`src/rtl/debug_run_controller_pkg.sv`:
```
// Shared types for the pipeline run-control sequencer: FSM states, halt causes,
// default sizing for the in-flight counter.
package debug_run_controller_pkg;

   localparam int DEF_PC_WIDTH   = 32;
   localparam int DEF_PIPE_DEPTH = 4;
   localparam int DEF_CNT_WIDTH  = 32;
   localparam int DEF_IF_WIDTH   = $clog2(DEF_PIPE_DEPTH + 1);

   typedef enum logic [2:0] {
      ST_RUN        = 3'd0,
      ST_DRAIN      = 3'd1,
      ST_HALT       = 3'd2,
      ST_STEP       = 3'd3,
      ST_STEP_DRAIN = 3'd4
   } debug_run_state_e;

   typedef enum logic [1:0] {
      CAUSE_NONE       = 2'd0,
      CAUSE_HALTREQ    = 2'd1,
      CAUSE_BREAKPOINT = 2'd2,
      CAUSE_STEP       = 2'd3
   } halt_cause_e;

   typedef logic [DEF_IF_WIDTH-1:0] inflight_count_t;

endpackage

```
`src/rtl/debug_run_controller_if.sv`:
```
// Debug host / pipeline bundle seen by the run controller. The master side drives
// requests and pipeline events; the slave side is the controller.
interface debug_run_controller_if #(
   parameter int PC_WIDTH   = 32,
   parameter int PIPE_DEPTH = 4,
   parameter int CNT_WIDTH  = 32
) ();
   localparam int IF_W = $clog2(PIPE_DEPTH + 1);

   logic                haltReq;
   logic                resumeReq;
   logic                stepReq;
   logic                bpEnable;
   logic [PC_WIDTH-1:0] bpAddr;
   logic                fetchValid;
   logic [PC_WIDTH-1:0] fetchPC;
   logic                retireValid;
   logic [PC_WIDTH-1:0] retirePC;
   logic [IF_W-1:0]     squashCount;

   logic                 fetchEnable;
   logic                 halted;
   logic [1:0]           haltCause;
   logic [PC_WIDTH-1:0]  lastRetiredPC;
   logic [CNT_WIDTH-1:0] retiredCount;
   logic [IF_W-1:0]      inFlight;

   modport master (
      output haltReq, resumeReq, stepReq, bpEnable, bpAddr,
             fetchValid, fetchPC, retireValid, retirePC, squashCount,
      input  fetchEnable, halted, haltCause, lastRetiredPC, retiredCount, inFlight
   );

   modport slave (
      input  haltReq, resumeReq, stepReq, bpEnable, bpAddr,
             fetchValid, fetchPC, retireValid, retirePC, squashCount,
      output fetchEnable, halted, haltCause, lastRetiredPC, retiredCount, inFlight
   );
endinterface

```
`src/rtl/debug_inflight_counter.sv`:
```
// Tracks instructions between fetch and writeback: +issue, -retire, -squash,
// all of which may land in the same cycle.
module debug_inflight_counter #(
   parameter int PIPE_DEPTH = 4,
   localparam int W = $clog2(PIPE_DEPTH + 1)
) (
   input  logic         clk,
   input  logic         rst,
   input  logic         issue,
   input  logic         retire,
   input  logic [W-1:0] squash,
   output logic [W-1:0] count
);
   localparam logic signed [W+1:0] MAX_CNT = (W+2)'(PIPE_DEPTH);

   logic [W-1:0]        count_q, count_d;
   logic signed [W+1:0] next_wide;

   // Two guard bits so underflow shows up as a negative value instead of wrapping.
   always_comb begin
      next_wide = $signed({2'b00, count_q})
                + $signed({{(W+1){1'b0}}, issue})
                - $signed({{(W+1){1'b0}}, retire})
                - $signed({2'b00, squash});
      count_d   = next_wide[W-1:0];
   end

   always_ff @(posedge clk) begin
      if (!rst) begin
         count_q <= '0;
      end else begin
         count_q <= count_d;
         assert (!next_wide[W+1] && (next_wide <= MAX_CNT));
      end
   end

   assign count = count_q;
endmodule

```
`src/rtl/debug_run_controller.sv`:
```
// Run-control sequencer: gates fetch, drains the pipe on halt/breakpoint,
// single-steps from HALT and keeps retire statistics for the debug host.
module debug_run_controller
   import debug_run_controller_pkg::*;
#(
   parameter int PC_WIDTH   = 32,
   parameter int PIPE_DEPTH = 4,
   parameter int CNT_WIDTH  = 32
) (
   input  logic                   clk,
   input  logic                   rst,
   debug_run_controller_if.slave  dbg
);
   localparam int IF_W = $clog2(PIPE_DEPTH + 1);

   debug_run_state_e     state_q, state_d;
   halt_cause_e          cause_q, cause_d;
   logic                 bp_skip_q, bp_skip_d;
   logic [PC_WIDTH-1:0]  last_pc_q, last_pc_d;
   logic [CNT_WIDTH-1:0] ret_cnt_q, ret_cnt_d;

   logic            bp_hit;
   logic            fetch_en;
   logic            fetch_issue;
   logic [IF_W-1:0] in_flight;

   debug_inflight_counter #(.PIPE_DEPTH(PIPE_DEPTH)) u_inflight (
      .clk    (clk),
      .rst    (rst),
      .issue  (fetch_issue),
      .retire (dbg.retireValid),
      .squash (dbg.squashCount),
      .count  (in_flight)
   );

   always_comb begin
      bp_hit = dbg.bpEnable & dbg.fetchValid & (dbg.fetchPC == dbg.bpAddr) & !bp_skip_q;
      case (state_q)
         ST_RUN:  fetch_en = !bp_hit & !dbg.haltReq;
         ST_STEP: fetch_en = 1'b1;
         default: fetch_en = 1'b0;
      endcase
      fetch_issue = dbg.fetchValid & fetch_en;
   end

   always_comb begin
      state_d   = state_q;
      cause_d   = cause_q;
      bp_skip_d = bp_skip_q;

      if (fetch_issue) bp_skip_d = 1'b0;

      case (state_q)
         ST_RUN: begin
            if (bp_hit) begin
               state_d = ST_DRAIN;
               cause_d = CAUSE_BREAKPOINT;
            end else if (dbg.haltReq) begin
               state_d = ST_DRAIN;
               cause_d = CAUSE_HALTREQ;
            end
         end
         ST_DRAIN: begin
            if (in_flight == '0) state_d = ST_HALT;
         end
         ST_HALT: begin
            // Leaving a breakpoint halt must let the trapped instruction through once.
            if (dbg.resumeReq) begin
               state_d   = ST_RUN;
               cause_d   = CAUSE_NONE;
               bp_skip_d = (cause_q == CAUSE_BREAKPOINT);
            end else if (dbg.stepReq) begin
               state_d   = ST_STEP;
               bp_skip_d = (cause_q == CAUSE_BREAKPOINT);
            end
         end
         ST_STEP: begin
            if (fetch_issue) state_d = ST_STEP_DRAIN;
         end
         ST_STEP_DRAIN: begin
            if (in_flight == '0) begin
               state_d = ST_HALT;
               cause_d = CAUSE_STEP;
            end
         end
         default: state_d = ST_RUN;
      endcase
   end

   always_comb begin
      last_pc_d = last_pc_q;
      ret_cnt_d = ret_cnt_q;
      if (dbg.retireValid) begin
         last_pc_d = dbg.retirePC;
         ret_cnt_d = ret_cnt_q + CNT_WIDTH'(1);
      end
   end

   always_ff @(posedge clk) begin
      if (!rst) begin
         state_q   <= ST_RUN;
         cause_q   <= CAUSE_NONE;
         bp_skip_q <= 1'b0;
         last_pc_q <= '0;
         ret_cnt_q <= '0;
      end else begin
         state_q   <= state_d;
         cause_q   <= cause_d;
         bp_skip_q <= bp_skip_d;
         last_pc_q <= last_pc_d;
         ret_cnt_q <= ret_cnt_d;
      end
   end

   assign dbg.fetchEnable   = fetch_en;
   assign dbg.halted        = (state_q == ST_HALT);
   assign dbg.haltCause     = cause_q;
   assign dbg.lastRetiredPC = last_pc_q;
   assign dbg.retiredCount  = ret_cnt_q;
   assign dbg.inFlight      = in_flight;
endmodule

```
`src/flat_wrapper.sv`:
```
// flat-port wrapper written by rule: the top's interface ports become plain ports
module debug_run_controller_flat import debug_run_controller_pkg::*;
#(
   parameter int PC_WIDTH   = 32,
   parameter int PIPE_DEPTH = 4,
   parameter int CNT_WIDTH  = 32
)
  (clk, rst, dbg_haltReq, dbg_resumeReq, dbg_stepReq, dbg_bpEnable, dbg_bpAddr, dbg_fetchValid, dbg_fetchPC, dbg_retireValid, dbg_retirePC, dbg_squashCount, dbg_fetchEnable, dbg_halted, dbg_haltCause, dbg_lastRetiredPC, dbg_retiredCount, dbg_inFlight);
  debug_run_controller_if #(.PC_WIDTH(PC_WIDTH), .PIPE_DEPTH(PIPE_DEPTH), .CNT_WIDTH(CNT_WIDTH)) dbg_i ();
  input  logic clk;
  input  logic rst;
  input wire logic [$bits(dbg_i.haltReq)-1:0] dbg_haltReq;
  input wire logic [$bits(dbg_i.resumeReq)-1:0] dbg_resumeReq;
  input wire logic [$bits(dbg_i.stepReq)-1:0] dbg_stepReq;
  input wire logic [$bits(dbg_i.bpEnable)-1:0] dbg_bpEnable;
  input wire logic [$bits(dbg_i.bpAddr)-1:0] dbg_bpAddr;
  input wire logic [$bits(dbg_i.fetchValid)-1:0] dbg_fetchValid;
  input wire logic [$bits(dbg_i.fetchPC)-1:0] dbg_fetchPC;
  input wire logic [$bits(dbg_i.retireValid)-1:0] dbg_retireValid;
  input wire logic [$bits(dbg_i.retirePC)-1:0] dbg_retirePC;
  input wire logic [$bits(dbg_i.squashCount)-1:0] dbg_squashCount;
  output wire logic [$bits(dbg_i.fetchEnable)-1:0] dbg_fetchEnable;
  output wire logic [$bits(dbg_i.halted)-1:0] dbg_halted;
  output wire logic [$bits(dbg_i.haltCause)-1:0] dbg_haltCause;
  output wire logic [$bits(dbg_i.lastRetiredPC)-1:0] dbg_lastRetiredPC;
  output wire logic [$bits(dbg_i.retiredCount)-1:0] dbg_retiredCount;
  output wire logic [$bits(dbg_i.inFlight)-1:0] dbg_inFlight;
  assign dbg_i.haltReq = dbg_haltReq;
  assign dbg_i.resumeReq = dbg_resumeReq;
  assign dbg_i.stepReq = dbg_stepReq;
  assign dbg_i.bpEnable = dbg_bpEnable;
  assign dbg_i.bpAddr = dbg_bpAddr;
  assign dbg_i.fetchValid = dbg_fetchValid;
  assign dbg_i.fetchPC = dbg_fetchPC;
  assign dbg_i.retireValid = dbg_retireValid;
  assign dbg_i.retirePC = dbg_retirePC;
  assign dbg_i.squashCount = dbg_squashCount;
  assign dbg_fetchEnable = dbg_i.fetchEnable;
  assign dbg_halted = dbg_i.halted;
  assign dbg_haltCause = dbg_i.haltCause;
  assign dbg_lastRetiredPC = dbg_i.lastRetiredPC;
  assign dbg_retiredCount = dbg_i.retiredCount;
  assign dbg_inFlight = dbg_i.inFlight;
  debug_run_controller #(.PC_WIDTH(PC_WIDTH), .PIPE_DEPTH(PIPE_DEPTH), .CNT_WIDTH(CNT_WIDTH)) u_core (.clk(clk), .rst(rst), .dbg(dbg_i));
endmodule
```
`config.mk`:
```
export PLATFORM = sky130hd
export DESIGN_NAME = debug_run_controller_flat
export DESIGN_NICKNAME = d
export VERILOG_FILES = /design/src/rtl/debug_run_controller_pkg.sv /design/src/rtl/debug_run_controller_if.sv /design/src/rtl/debug_inflight_counter.sv /design/src/rtl/debug_run_controller.sv /design/src/flat_wrapper.sv
export SDC_FILE = /design/constraint.sdc
export NUM_CORES = 1
export LEC_CHECK = 0
export CORE_ASPECT_RATIO = 0.7
export CORE_MARGIN = 10
export CORE_UTILIZATION = 40
export CTS_BUF_LIST = sky130_fd_sc_hd__clkbuf_2
export CTS_CLUSTER_DIAMETER = 40
export DETAILED_ROUTE_END_ITERATION = 12
export PLACE_DENSITY = 0.8
export REMOVE_ABC_BUFFERS = 1
export SYNTH_ARGS = -nofsm -noshare
export SYNTH_HDL_FRONTEND = slang
export SYNTH_SLANG_ARGS = --single-unit
```
`constraint.sdc`:
```
create_clock -name clk -period 2.74 [get_ports clk]
set_input_delay 0.274 -clock clk [delete_from_list [all_inputs] [get_ports clk]]
set_output_delay 0.274 -clock clk [all_outputs]
set_load 0.02 [all_outputs]
```
* Yosys cells after proc, flatten, opt, wreduce, memory -nomap -nowiden *
Cells that the tools add are included.
W data, S select, Z words.

word-level totals
  logic and storage cells = 53
  flip-flop bits (word level) = 73
  output and inout bits = 71
  input port bits = 107

operators by class
  $add $sub $neg = 4
  bitwise operators = 5
  reduce and logical (&&, ||, !) cells = 9
  multiplexer cells = 17
  eq/ne operators = 12

operators with widths
  kind                     number
  $add A32 B1 Y32 const B  1
  $eq A32 B32 Y1           1
  $mux W3                  6
  $pmux W3 S4              1
  $mux W2                  4
  $reduce_and A4 Y1        2
  $eq A3 B2 Y1 const B     2
  $logic_not A3 Y1         2
  $pmux W2 S3              1
  $and A1 B1 Y1            5
  $mux W1                  4
  $ne A2 B1 Y1 const B     2
  $ne A2 B2 Y1 const B     2
  $add A3 B1 Y3            1
  $eq A3 B1 Y1 const B     1
  $eq A3 B3 Y1 const B     1
  $logic_not A1 Y1         3
  $ne A3 B2 Y1 const B     1
  $ne A3 B3 Y1 const B     1
  $reduce_bool A3 Y1       1
  $sub A3 B1 Y3            1
  $sub A3 B3 Y3            1
  $eq A2 B2 Y1 const B     1
  $pmux W1 S2              1
  $reduce_or A2 Y1         1

* Longest topological paths before layout *
  depth after elaboration = 11
  gate-level depth with buffers = 11

* Modules after synthesis *
A second synthesis with hierarchy kept.

unflattened totals
  cell total of the unflattened synthesis = 383
  area total of the unflattened synthesis = 3527.1 um2

modules (own cells, without submodules)
  module                  cells an instance  area each (um2)  instances
  debug_run_controller    365                3338.2           1
  debug_inflight_counter  18                 188.9            1

* Worst setup path before layout *
Ideal clock, no wire load.

  path kind = input -> register
  start = input dbg_retireValid
  end = register u_core.u_inflight.count_q[2] (netlist: u_core.u_inflight.count[2])
  data required time = 2.625 ns
  library setup time = 0.115 ns
  cell stages on the path = 11
  setup slack = 0.407 ns
  data arrival time = 2.218 ns
  path through = buf_2 > buf_2 > inv_1 > fa_1 > inv_1 > fa_1 > inv_1 > ha_1 > xor2_1 > xnor2_1 > and2_1

between the ends
  cells in the longest elaborated chain, start to end = 2

RTL lines
  item                  RTL line                      RTL
  from (decl)           flat_wrapper.sv:19            input wire logic [$bits(dbg_i.retireValid)-1:0] dbg_retireValid;
  $sub A3 B1 Y3         debug_inflight_counter.sv:23  - $signed({{(W+1){1'b0}}, retire})
  $sub A3 B3 Y3         debug_inflight_counter.sv:24  - $signed({2'b00, squash});
  to (signal assigned)  debug_inflight_counter.sv:32  count_q <= count_d;
  to (decl)             debug_inflight_counter.sv:16  logic [W-1:0] count_q, count_d;

Every way passes these cells.
A chain may end at the register's enable or synchronous reset.

* Worst setup path in the final report *
  start = register u_core.state_q[2]
  end = output dbg_fetchEnable

between the ends
  cells in the longest elaborated chain, start to end = 2
  elaborated cells on any way between the ends = 3
  classes of those cells = eq/ne: 1; mux: 1; reduce/logical: 1

RTL lines
  item                                                     RTL line                     RTL
  from (decl)                                              debug_run_controller.sv:16   debug_run_state_e state_q, state_d;
  from (signal assigned)                                   debug_run_controller.sv:107  state_q <= state_d;
  $eq A3 B2 Y1 / $logic_not A3 Y1 (equally long branches)  debug_run_controller.sv:38   case (state_q)
  $pmux W1 S2 *                                            debug_run_controller.sv:38
  to (decl)                                                flat_wrapper.sv:22           output wire logic [$bits(dbg_i.fetchEnable)-1:0] dbg_fetchEnable;

Every way passes the cells marked *; elsewhere a longest branch is shown, timed or not.

==> impl_metrics.env <==
export IMPL_drv_cap=0
export IMPL_cts_tree="yes"
export IMPL_hold_viol_final=0
export IMPL_pre_cts_slack_ns=-0.04925
export IMPL_fmax_mhz=436.2
export IMPL_htreeDepth=3
export IMPL_worstPathArrival_ns=2.02
export IMPL_grt_max_degree=43
export IMPL_startpoint_type="flop"
export IMPL_syn_avg_cell_area_um2=9.730
export IMPL_dieWidth_um=133.7
export IMPL_fin_cells=674
export IMPL_n_fill_cell=732
export IMPL_ys_types=41
export IMPL_core_rowCount=28
export IMPL_cts_setup_buffers=0
export IMPL_grt_overflow_total=0
export IMPL_synthCells=372
export IMPL_synth_area_leaders="dfxtp_1 40%, xnor2_1 13%, mux2i_1 9.1%"
export IMPL_post_route_drc_count=0
export IMPL_clock_skew_final_ns=0.01594
export IMPL_critical_path_max_stage_delay_ns=0.43
export IMPL_async_flop_share_pct=0
export IMPL_tightest_slew_ns=0.6235
export IMPL_initial_utilization_pct=42.00
export IMPL_setup_viol=0
export IMPL_crit_chain="or3_1 > nor2_1 > nand2b_1 > nand2_1 > dlymetal6s2s_1"
export IMPL_post_dp_hpwl_um=8979
export IMPL_gp_congestion=0.8278
export IMPL_insertion_delay_ns=0.51
export IMPL_worst_slack_ns=0.4474
export IMPL_maxSlewHeadroom_pct=58.05
export IMPL_yosysWarnings=0
export IMPL_min_period_ns=2.293
export IMPL_drive_above_1_share_pct=6.318
export IMPL_synth_seq_cells=73
export IMPL_rsz0062_at_grt="false"
export IMPL_end_kind="primary output"
export IMPL_cts_hold_buffers=0
export IMPL_via_per_inst=4.767
export IMPL_antenna_found_initial=0
export IMPL_top_level_ports=178
export IMPL_synth_area_um2=3620
export IMPL_synth_area_leader_cell="dfxtp_1"
export IMPL_drv_slew=0
export IMPL_grt_pass1_vias=3363
export IMPL_via_count=3213
export IMPL_io_buffer_count=177
export IMPL_coreArea_um2=8618
export IMPL_ir_drop_uv=341.0
export IMPL_status="finished, final reports clean"
export IMPL_p_per_area_nw_per_um2=495.0
export IMPL_die_y_um=99.59
export IMPL_clock_sinks=73
export IMPL_synth_top_cell_area_share_pct=40.37
export IMPL_root_buffer="clkbuf_2"
export IMPL_drt_iter0_markers=303
export IMPL_grt_first_pass_wirelength_um=17280
export IMPL_antenna_cells=0
export IMPL_placed_area_um2=5500
export IMPL_final_area_um2=5673
export IMPL_worst_path_max_fanout=9
export IMPL_dieArea_um2=13320
export IMPL_first_pass_iters=4
export IMPL_reg2reg_slack_ns=0.54
export IMPL_final_nets=661
export IMPL_cts_inserted_buffers=9
export IMPL_avgRoutedWirePerCell_um=16.23
export IMPL_clk_pin_slew_ns=0.20
export IMPL_crit_slowest_cell="dfxtp_1"
export IMPL_leakagePower_nw=2.221
export IMPL_critPathKind="reg2out"
export IMPL_area_growth_pct=56.72
export IMPL_wl_um=10940
export IMPL_cp_required_ns=2.47
export IMPL_drt_antenna_violating_nets=0
export IMPL_synth_ff_type="dfxtp_1"
export IMPL_timing_final_crit_share_pct=83.67
export IMPL_hold_path_class="in2reg"
export IMPL_grtUsageTotal_pct=16.00
export IMPL_synth_edf_count=0
export IMPL_yosysSeqAreaShare_pct=40.37
export IMPL_clockBufferDepth=2
export IMPL_post_place_cells=658
## report_power, final
part / switching, mW / internal [mW]
Clock: 0.394 / 0.395
Sequential: 0.0905 / 1.14
Combinational: 0.352 / 0.434
## metal layers
layer / track usage [%] / vias to the layer above / part of all wire [%]
met5: 0 / - / 0
met2: 27.39 / 108 / 50
met4: 4.087 / 0 / 1.2
li1: - / 1597 / -
met3: 7.889 / 15 / 9.2
met1: 17.41 / 1493 / 40
## what timing repair did
item	in CTS	in global routing
gates resized for setup	0	3
endpoints found under the setup margin	0	1
endpoints found under the hold margin	0	0
## final timing paths
check	startpoint	endpoint	cells after the start
hold / removal	dbg_retireValid	u_core.dbg.retiredCount[1]$_SDFFE_PN0P_	3
setup reg to reg	u_core.state_q[2]$_SDFFE_PN0P_	u_core.u_inflight.count[2]$_SDFF_PN0_	9
setup / recovery	u_core.state_q[2]$_SDFFE_PN0P_	dbg_fetchEnable	5
hold reg to reg	u_core.dbg.haltCause[0]$_SDFFE_PN0P_	u_core.bp_skip_q$_SDFF_PN0_	1
## worst max-delay path, delay by kind of cell (launching register included)
family	cells	cell delay [ns]
buffers and inverters	1	0.23
flip-flops	1	0.43
AND/OR/NAND/NOR	4	0.83
## cells in the final DEF, fill, tap and decap left out, types with 2 or more instances in the layout
| master | instances |
|---|---|
| clkdlybuf4s50_1 | 174 |
| dfxtp_1 | 72 |
| xnor2_1 | 53 |
| nor2b_1 | 37 |
| and2_1 | 34 |
| mux2i_1 | 33 |
| nand2_1 | 19 |
| xor2_1 | 13 |
| nand4_1 | 12 |
| nor2_1 | 9 |
| and3_1 | 9 |
| nand3_1 | 9 |
| clkbuf_2 | 9 |
| inv_1 | 8 |
| o21ai_0 | 5 |
| buf_4 | 5 |
| nor3_1 | 4 |
| a21boi_0 | 4 |
| a21oi_1 | 3 |
| ha_1 | 3 |
| bufinv_16 | 3 |
| nor4_1 | 2 |
| nand2b_1 | 2 |
| and4_4 | 2 |
| nand3_4 | 2 |
| nor4_4 | 2 |
| fa_1 | 2 |
| clkinv_2 | 2 |
| buf_2 | 2 |
## cell families (layout without fill, tap and decap cells)
family,after synthesis,after routing,synth area share [%]
buf+inv,24,206,2.731
mux,33,33,9.126
compound gates,18,18,3.284
simple gates,153,153,26.37
xor+xnor,66,66,15.97
fa+ha+maj,5,5,2.143
flops,73,73,40.37
## metrics by stage
step / setup TNS (ns) / total power [mW] / hold WS (ns) / utilization [%]
3_5_place_dp: -0.04925 / 2.039 / 0.4930 / 63.82
4_1_cts: 0 / 2.845 / 0.09671 / 65.71
2_1_floorplan: 0 / 1.611 / 0.3957 / -
5_1_grt: 0 / 2.983 / 0.08840 / 65.82
3_3_place_gp: -0.0006677 / 2.011 / 0.4779 / 63.82
6_report: 0 / 2.808 / 0.1595 / 65.82
## cell usage after synthesis, drive strengths merged (4+ instances only)
cell    count
inv         8
dfxtp      73
nor2b      37
nand2      19
xor2       13
buf         4
mux2i      33
and2       34
o21ai       5
clkbuf     12
and3       10
nor2        9
nand4      13
nand3      12
a21boi      4
xnor2      53
nor3        5
nor4        5
## flip-flops by register name, indices dropped and copies added (netlist names)
register                  flops
u_core.state_q                3
u_core.dbg.retiredCount      32
u_core.u_inflight.count       3
u_core.dbg.lastRetiredPC     32
u_core.dbg.haltCause          2
u_core.bp_skip_q              1
## final cells by class
type	instances	area [um^2]	area share [%]
Multi-Input combinational cell	275	2066	36.41
Timing Repair Buffer	182	1802	31.76
Sequential cell	73	1463	25.78
Clock inverter	7	117.6	2.073
Tap cell	120	150.1	2.647
Clock buffer	9	45.04	0.7940
Inverter	8	30.03	0.5293
Power figures use the tool's default switching activity.
